File: config.mk
export PLATFORM = sky130hd
export DESIGN_NAME = rf_writeback_arbiter_flat
export DESIGN_NICKNAME = d
export VERILOG_FILES = /design/src/rtl/rf_pkg.sv /design/src/rtl/rf_writeback_arbiter_if.sv /design/src/rtl/rf_wb_fifo.sv /design/src/rtl/rf_writeback_arbiter.sv /design/src/flat_wrapper.sv
export SDC_FILE = /design/constraint.sdc
export NUM_CORES = 1
export LEC_CHECK = 0
export ABC_AREA = 0
export ABC_CLOCK_PERIOD_IN_PS = 3440
export CORE_MARGIN = 1.5
export CORE_UTILIZATION = 49
export DETAILED_ROUTE_END_ITERATION = 16
export HOLD_SLACK_MARGIN = 0.08
export PLACE_DENSITY = 0.8
export SYNTH_ARGS = -nofsm -noshare
export SYNTH_HDL_FRONTEND = slang
export SYNTH_SLANG_ARGS = --single-unit
export TNS_END_PERCENT = 5
File: constraint.sdc
create_clock -name clk -period 3.44 [get_ports clk]
set_input_delay 0.344 -clock clk [delete_from_list [all_inputs] [get_ports clk]]
set_output_delay 0.344 -clock clk [all_outputs]
set_load 0.005 [all_outputs]
File: src/rtl/rf_pkg.sv
// Shared types and constants for the register-file writeback path.
// A writeback request is one destination register plus its data.
package rf_pkg;

    localparam int REG_ADDR_W = 5;
    localparam int NUM_REGS   = 32;
    localparam int XLEN       = 32;

    typedef struct packed {
        logic [REG_ADDR_W-1:0] rd;
        logic [XLEN-1:0]       wd;
    } wb_req_t;

    // x0 is hardwired to zero, so writes to it are architecturally void
    function automatic logic is_real_rd(input logic [REG_ADDR_W-1:0] rd);
        return rd != '0;
    endfunction

endpackage

File: src/rtl/rf_writeback_arbiter_if.sv
// Bundle of the pipeline, long-latency and RF write-port signals around the arbiter.
// The master modport is the environment side and the slave modport is the arbiter side.
interface rf_writeback_arbiter_if #(
    parameter int XLEN = rf_pkg::XLEN
);
    import rf_pkg::*;

    logic                  pipe_we;
    logic [REG_ADDR_W-1:0] pipe_rd;
    logic [XLEN-1:0]       pipe_wd;

    logic                  lu_valid;
    logic                  lu_ready;
    logic [REG_ADDR_W-1:0] lu_rd;
    logic [XLEN-1:0]       lu_wd;

    logic                  iss_valid;
    logic [REG_ADDR_W-1:0] iss_rd;

    logic [NUM_REGS-1:0]   busy;
    logic                  stall_req;

    logic                  rf_we;
    logic [REG_ADDR_W-1:0] rf_wR;
    logic [XLEN-1:0]       rf_wD;

    modport master (
        output pipe_we, pipe_rd, pipe_wd,
        output lu_valid, lu_rd, lu_wd,
        output iss_valid, iss_rd,
        input  lu_ready, busy, stall_req,
        input  rf_we, rf_wR, rf_wD
    );

    modport slave (
        input  pipe_we, pipe_rd, pipe_wd,
        input  lu_valid, lu_rd, lu_wd,
        input  iss_valid, iss_rd,
        output lu_ready, busy, stall_req,
        output rf_we, rf_wR, rf_wD
    );

endinterface

File: src/rtl/rf_wb_fifo.sv
// Small synchronous FIFO of writeback requests with a combinational head view.
// A push and a pop in the same cycle are both honoured even when the FIFO is full.
module rf_wb_fifo
    import rf_pkg::*;
#(
    parameter int DEPTH = 2,
    localparam int PTR_W = $clog2(DEPTH),
    localparam int CNT_W = PTR_W + 1
) (
    input  logic             clk,
    input  logic             rst,
    input  logic             push,
    input  wb_req_t          push_data,
    input  logic             pop,
    output logic             full,
    output logic             empty,
    output wb_req_t          head,
    output logic [CNT_W-1:0] count
);

    wb_req_t          mem [DEPTH];
    logic [PTR_W-1:0] wr_ptr;
    logic [PTR_W-1:0] rd_ptr;
    logic [CNT_W-1:0] count_q;
    logic             do_push;
    logic             do_pop;

    assign full    = (count_q == CNT_W'(DEPTH));
    assign empty   = (count_q == '0);
    assign count   = count_q;
    assign head    = mem[rd_ptr];
    assign do_pop  = pop && !empty;
    assign do_push = push && (!full || do_pop);

    // Pointers are exactly PTR_W bits wide, so incrementing wraps modulo DEPTH
    always_ff @(posedge clk or posedge rst) begin
        if (rst) begin
            wr_ptr  <= '0;
            rd_ptr  <= '0;
            count_q <= '0;
        end else begin
            if (do_push) begin
                wr_ptr <= wr_ptr + PTR_W'(1);
            end
            if (do_pop) begin
                rd_ptr <= rd_ptr + PTR_W'(1);
            end
            case ({do_push, do_pop})
                2'b10:   count_q <= count_q + CNT_W'(1);
                2'b01:   count_q <= count_q - CNT_W'(1);
                default: count_q <= count_q;
            endcase
        end
    end

    always_ff @(posedge clk) begin
        if (do_push) begin
            mem[wr_ptr] <= push_data;
        end
    end

endmodule

File: src/rtl/rf_writeback_arbiter.sv
// Merges pipeline writeback (fixed priority) and buffered long-latency results onto
// the single RF write port, and tracks destinations owned by in-flight long ops.
module rf_writeback_arbiter #(
    parameter int XLEN       = rf_pkg::XLEN,
    parameter int FIFO_DEPTH = 2,
    parameter int STARVE_MAX = 4
) (
    input logic                   clk,
    input logic                   rst,
    rf_writeback_arbiter_if.slave bus
);
    import rf_pkg::*;

    localparam int CNT_W = $clog2(FIFO_DEPTH) + 1;
    localparam int STV_W = $clog2(STARVE_MAX + 1);

    wb_req_t               push_req;
    wb_req_t               head;
    logic                  fifo_push;
    logic                  fifo_pop;
    logic                  fifo_full;
    logic                  fifo_empty;
    logic [CNT_W-1:0]      fifo_count;

    logic                  lu_ready;
    logic                  pipe_wr;
    logic                  starve_block;

    logic                  rf_we_q;
    logic [REG_ADDR_W-1:0] rf_wR_q;
    logic [XLEN-1:0]       rf_wD_q;
    logic [NUM_REGS-1:0]   busy_q;
    logic [NUM_REGS-1:0]   busy_next;
    logic                  stall_req_q;
    logic [STV_W-1:0]      starve_cnt;

    // Readiness comes from the registered count only, never from lu_valid
    assign lu_ready     = (fifo_count < CNT_W'(FIFO_DEPTH));
    assign fifo_push    = bus.lu_valid && lu_ready && is_real_rd(bus.lu_rd);
    assign push_req     = '{rd: bus.lu_rd, wd: bus.lu_wd};
    assign pipe_wr      = bus.pipe_we && is_real_rd(bus.pipe_rd);
    assign fifo_pop     = !pipe_wr && !fifo_empty;
    assign starve_block = fifo_full && pipe_wr;

    assign bus.lu_ready  = lu_ready;
    assign bus.busy      = busy_q;
    assign bus.stall_req = stall_req_q;
    assign bus.rf_we     = rf_we_q;
    assign bus.rf_wR     = rf_wR_q;
    assign bus.rf_wD     = rf_wD_q;

    rf_wb_fifo #(
        .DEPTH(FIFO_DEPTH)
    ) u_fifo (
        .clk      (clk),
        .rst      (rst),
        .push     (fifo_push),
        .push_data(push_req),
        .pop      (fifo_pop),
        .full     (fifo_full),
        .empty    (fifo_empty),
        .head     (head),
        .count    (fifo_count)
    );

    // Address and data hold their last values on idle cycles; only the enable drops
    always_ff @(posedge clk or posedge rst) begin
        if (rst) begin
            rf_we_q <= 1'b0;
            rf_wR_q <= '0;
            rf_wD_q <= '0;
        end else if (pipe_wr) begin
            rf_we_q <= 1'b1;
            rf_wR_q <= bus.pipe_rd;
            rf_wD_q <= bus.pipe_wd;
        end else if (fifo_pop) begin
            rf_we_q <= 1'b1;
            rf_wR_q <= head.rd;
            rf_wD_q <= head.wd;
        end else begin
            rf_we_q <= 1'b0;
        end
    end

    // Clear is applied before set so a re-issue to the retiring register stays busy
    always_comb begin
        busy_next = busy_q;
        if (fifo_pop) begin
            busy_next[head.rd] = 1'b0;
        end
        if (bus.iss_valid && is_real_rd(bus.iss_rd)) begin
            busy_next[bus.iss_rd] = 1'b1;
        end
        busy_next[0] = 1'b0;
    end

    always_ff @(posedge clk or posedge rst) begin
        if (rst) begin
            busy_q <= '0;
        end else begin
            busy_q <= busy_next;
        end
    end

    // Once raised, the stall is held until the FIFO has fully drained
    always_ff @(posedge clk or posedge rst) begin
        if (rst) begin
            stall_req_q <= 1'b0;
            starve_cnt  <= '0;
        end else if (stall_req_q) begin
            if (fifo_empty) begin
                stall_req_q <= 1'b0;
                starve_cnt  <= '0;
            end
        end else if (starve_block) begin
            if (starve_cnt == STV_W'(STARVE_MAX - 1)) begin
                stall_req_q <= 1'b1;
                starve_cnt  <= STV_W'(STARVE_MAX);
            end else begin
                starve_cnt <= starve_cnt + STV_W'(1);
            end
        end else begin
            starve_cnt <= '0;
        end
    end

    a_push_only_when_ready: assert property (
        @(posedge clk) disable iff (rst) fifo_push |-> lu_ready
    ) else $error("long-latency push while lu_ready is low");

    a_no_waw_on_busy: assert property (
        @(posedge clk) disable iff (rst) !(pipe_wr && busy_q[bus.pipe_rd])
    ) else $error("pipeline write to register with pending long-latency result");

    a_no_write_x0: assert property (
        @(posedge clk) disable iff (rst) rf_we_q |-> (rf_wR_q != '0)
    ) else $error("RF write enable asserted for x0");

    a_no_pipe_during_stall: assert property (
        @(posedge clk) disable iff (rst) !(stall_req_q && bus.pipe_we)
    ) else $error("pipeline writeback while stall is requested");

endmodule

File: src/flat_wrapper.sv
// flat-port wrapper written by rule: the top's interface ports become plain ports
module rf_writeback_arbiter_flat import rf_pkg::*;
#(
    parameter int XLEN       = rf_pkg::XLEN,
    parameter int FIFO_DEPTH = 2,
    parameter int STARVE_MAX = 4
)
  (clk, rst, bus_pipe_we, bus_pipe_rd, bus_pipe_wd, bus_lu_valid, bus_lu_rd, bus_lu_wd, bus_iss_valid, bus_iss_rd, bus_lu_ready, bus_busy, bus_stall_req, bus_rf_we, bus_rf_wR, bus_rf_wD);
  rf_writeback_arbiter_if #(.XLEN(XLEN)) bus_i ();
  input logic clk;
  input logic rst;
  input wire logic [$bits(bus_i.pipe_we)-1:0] bus_pipe_we;
  input wire logic [$bits(bus_i.pipe_rd)-1:0] bus_pipe_rd;
  input wire logic [$bits(bus_i.pipe_wd)-1:0] bus_pipe_wd;
  input wire logic [$bits(bus_i.lu_valid)-1:0] bus_lu_valid;
  input wire logic [$bits(bus_i.lu_rd)-1:0] bus_lu_rd;
  input wire logic [$bits(bus_i.lu_wd)-1:0] bus_lu_wd;
  input wire logic [$bits(bus_i.iss_valid)-1:0] bus_iss_valid;
  input wire logic [$bits(bus_i.iss_rd)-1:0] bus_iss_rd;
  output wire logic [$bits(bus_i.lu_ready)-1:0] bus_lu_ready;
  output wire logic [$bits(bus_i.busy)-1:0] bus_busy;
  output wire logic [$bits(bus_i.stall_req)-1:0] bus_stall_req;
  output wire logic [$bits(bus_i.rf_we)-1:0] bus_rf_we;
  output wire logic [$bits(bus_i.rf_wR)-1:0] bus_rf_wR;
  output wire logic [$bits(bus_i.rf_wD)-1:0] bus_rf_wD;
  assign bus_i.pipe_we = bus_pipe_we;
  assign bus_i.pipe_rd = bus_pipe_rd;
  assign bus_i.pipe_wd = bus_pipe_wd;
  assign bus_i.lu_valid = bus_lu_valid;
  assign bus_i.lu_rd = bus_lu_rd;
  assign bus_i.lu_wd = bus_lu_wd;
  assign bus_i.iss_valid = bus_iss_valid;
  assign bus_i.iss_rd = bus_iss_rd;
  assign bus_lu_ready = bus_i.lu_ready;
  assign bus_busy = bus_i.busy;
  assign bus_stall_req = bus_i.stall_req;
  assign bus_rf_we = bus_i.rf_we;
  assign bus_rf_wR = bus_i.rf_wR;
  assign bus_rf_wD = bus_i.rf_wD;
  rf_writeback_arbiter #(.XLEN(XLEN), .FIFO_DEPTH(FIFO_DEPTH), .STARVE_MAX(STARVE_MAX)) u_core (.clk(clk), .rst(rst), .bus(bus_i));
endmodule
==> summary.txt <==
final worst setup slack: 1030 ps
worst vdd ir: 0.000504 V
Cell Area, Synth: 6230 µm²
syn_area_per_cell: 11.8 µm²
cell count after synthesis: 527
Ports: 156
critical path arrival: 2700 ps
sequential cell area fraction in the yosys report: 66.6%
Fin. Hold Viols: 0
clock-pin slew on the worst setup and hold paths: 60 ps
# nets final: 761
Final Max Tran Viols: 0
Async S/R FF share, synth: 51.0%
layout cells sized above 1: 7.27%
HP Class: primary input to flip-flop
Top FF cell, synth: dfrtp_1
initial drt markers: 342
First-pass DRT Iterations: 5
die height: 116 µm
CTS tree: done
row count: 40
Sequential Power Share: 40.9%
gr usage total: 23.6%
Filler cells: 904
R2R depth: 4
Synth area leader: edfxtp_1
via/cell ratio: 5.40
kind of end point of the critical path: flip-flop
clock buffer depth: 2
final hold slack: 482 ps
TritonCTS buffer count: 17
vias in the first global route: 4791
Crit Path Class: flip-flop to flip-flop
DR vias: 4624
Layout area overhead: 35.9%
f_max: 416 MHz
hold path endpoint: u_core.bus.rf_wD[10]$_DFFE_PP0P_
initial antenna violation count: 0
synthesized flop and latch total: 151
Max Cap Violations: 0
post-layout power: 6930 µW
clock share of power: 26.0%
starting density of the core: 51.0%
Die Wd: 116 µm
Synth cell types: 37
Period minus WS final: 2410 ps
largest net degree at the start of global routing: 69
Port Buffers: 154
CTS root buffer: clkbuf_16
switching portion of total power: 31.8%
Leak: 0.00333 µW
WP buf/inv: 0
worst skew pair latency: 420 ps
gp weighted congestion: 0.856
r2r setup slk: 1030 ps
first-pass GRT wire length: 24000 µm
worst slack, placed: 963 ps
CP max stage delay: 810 ps
die area: 13400 µm²
Inserted Diodes: 0
Clock Skew: 11.5 ps
grt total ovfl: 0
setup bufs post-CTS: 0
setup TNS: 0 ps
ranking of synthesized cells by area: edfxtp_1 (36%), dfrtp_1 (31%), nand2_1 (6.3%)
status: completed
worst hold path cell count: 3
cts repair resizes: 0
Reg-to-Reg End: u_core.bus.busy[4]$_DFF_PP0_
slew margin rel.: 25.0%
CP max-delay cell: dfrtp_2
CP top delay family: flip-flops
CP Max Fanout: 23
DR DRC count: 0
ANT nets after route: 0
Synth top area share: 35.7%
Post-Route WL: 14800 µm
Num Clock Sinks: 151
Post-DP HPWL: 10000 µm
worst-margin pin slew: 1120 ps
Core ar.: 12200 µm²
Worst setup SP type: flip-flop
critical-path cell list: mux2i_1, nand3_1, o31ai_1, nand2_1
Synth Warn #: 0
hold buffers post-CTS: 0
wire per inst: 17.3 µm
CP Data Required Time: 3730 ps
H-tree levels: 4
crit share post-route: 70.0%
switching power: 2200 µW
startpoint of the worst register-to-register path: u_core.u_fifo.rd_ptr$_DFFE_PP0P_
synthesized net count: 613
EDFF count, synth: 74
combinational share of power: 33.1%
Worst Hold Launch: bus_pipe_wd[10]
# setup viols final: 0
unrepaired setup endpoints after global routing: false
P_int: 4720 µW
Power Density: 818 nW/µm²
==> power by group through the flow <==
stage	combinational [µW]	clock, µW	sequential [µW]
3_3_place_gp	2220	0	2830
3_5_place_dp	2290	0	2860
4_1_cts	2310	1820	2830
2_1_floorplan	1220	0	2750
5_1_grt	2520	1910	2890
6_report	2290	1800	2840
==> kinds of logic (layout without fill, tap and decap cells) <==
| group | Yosys count | in the layout | share of synthesized area, % |
|---|---|---|---|
| other | 1 | 1 | 0.0602 |
| muxes | 39 | 39 | 6.55 |
| and+or+nand+nor | 175 | 175 | 11.8 |
| DFF | 151 | 151 | 66.6 |
| adders and majority gates | 2 | 2 | 0.402 |
| xor gates and xnor gates | 2 | 2 | 0.281 |
| buffers and inverters | 38 | 199 | 3.13 |
| AOI/OAI and AO/OA | 119 | 119 | 11.1 |
==> sequential cells by signal (all words and copies together), names as in the netlist <==
signal,count
u_core.u_fifo.mem,74
u_core.bus.rf_wD,32
u_core.bus.busy,31
u_core.bus.rf_wR,5
u_core.starve_cnt,3
u_core.u_fifo.count,2
u_core.bus.rf_we,1
u_core.bus.stall_req,1
u_core.u_fifo.rd_ptr,1
u_core.u_fifo.wr_ptr,1
==> worst max path at each step <==
| stage | startpoint | end | slack (ps) | cells after the start |
|---|---|---|---|---|
| 6_report | u_core.u_fifo.rd_ptr$_DFFE_PP0P_ | u_core.bus.busy[4]$_DFF_PP0_ | 1030 | 4 |
| 5_1_grt | u_core.u_fifo.rd_ptr$_DFFE_PP0P_ | u_core.bus.busy[12]$_DFF_PP0_ | 910 | 4 |
| 4_1_cts | u_core.u_fifo.rd_ptr$_DFFE_PP0P_ | u_core.bus.busy[26]$_DFF_PP0_ | 1060 | 4 |
| 3_5_place_dp | bus_lu_rd[1] | u_core.u_fifo.mem[1][19]$_DFFE_PP_ | 960 | 4 |
| 3_3_place_gp | bus_lu_rd[1] | u_core.u_fifo.mem[1][19]$_DFFE_PP_ | 990 | 4 |
| 2_1_floorplan | u_core.u_fifo.count[1]$_DFFE_PP0P_ | u_core.u_fifo.mem[0][0]$_DFFE_PP_ | 520 | 3 |
==> cells in the mapped netlist, types with 5 or more instances <==
library cell and number:
nand2_1 104, dfrtp_1 77, edfxtp_1 74, o21ai_0 43, nor2_1 42, a21oi_1 35
mux2i_1 35, o31ai_1 33, clkbuf_1 15, nand3_1 8, inv_1 7, buf_2 6
buf_6 5, or3_1 5
==> through the flow <==
step	area [µm²]	cells	utilization, %
floorplan	6230	527	-
global placement	7890	824	64.6
detailed placement	7890	824	64.6
CTS	8470	856	69.3
global route	8470	856	69.3
finish	8470	856	69.3
==> routing by layer <==
| layer | part of all wire (%) | GRT usage (%) |
|---|---|---|
| met1 | 41 | 28.8 |
| met2 | 51 | 40.6 |
| met3 | 7.6 | 7.37 |
| met4 | 0.96 | 7.24 |
| met5 | 0 | 0 |
==> area by class of cell <==
type	count	area, µm²	area share [%]
sequential	151	4150	49.0
tap	168	210	2.48
inverter	7	27.5	0.325
timing repair buffer	160	1600	18.9
clock buffer	18	429	5.07
multi-input combinational	338	1900	22.5
clock inverter	14	149	1.76
==> tightest hold or removal path: stages <==
cell	delay [ps]
clkdlybuf4s50_1	390
nand2_1	50
o21ai_0	60
==> layout by cell type, fill, tap and decap left out, drive strengths merged, types with 2 or more instances in the layout <==
cell type / netlist / routed
nand2: 104 / 104
and2: 2 / 2
a21oi: 35 / 35
mux2i: 37 / 37
ha: 2 / 2
o31ai: 33 / 33
clkdlybuf4s50: 0 / 154
or4: 2 / 2
or3: 7 / 7
clkbuf: 15 / 18
nand2b: 3 / 3
dfrtp: 77 / 77
inv: 7 / 10
buf: 16 / 6
nor2: 42 / 42
nand3: 8 / 8
o21ai: 46 / 46
mux2: 2 / 2
clkinvlp: 0 / 5
bufinv: 0 / 2
edfxtp: 74 / 74
or3b: 2 / 2
nor2b: 3 / 3
clkinv: 0 / 4
Note: power is estimated with default switching activity, not from simulation.
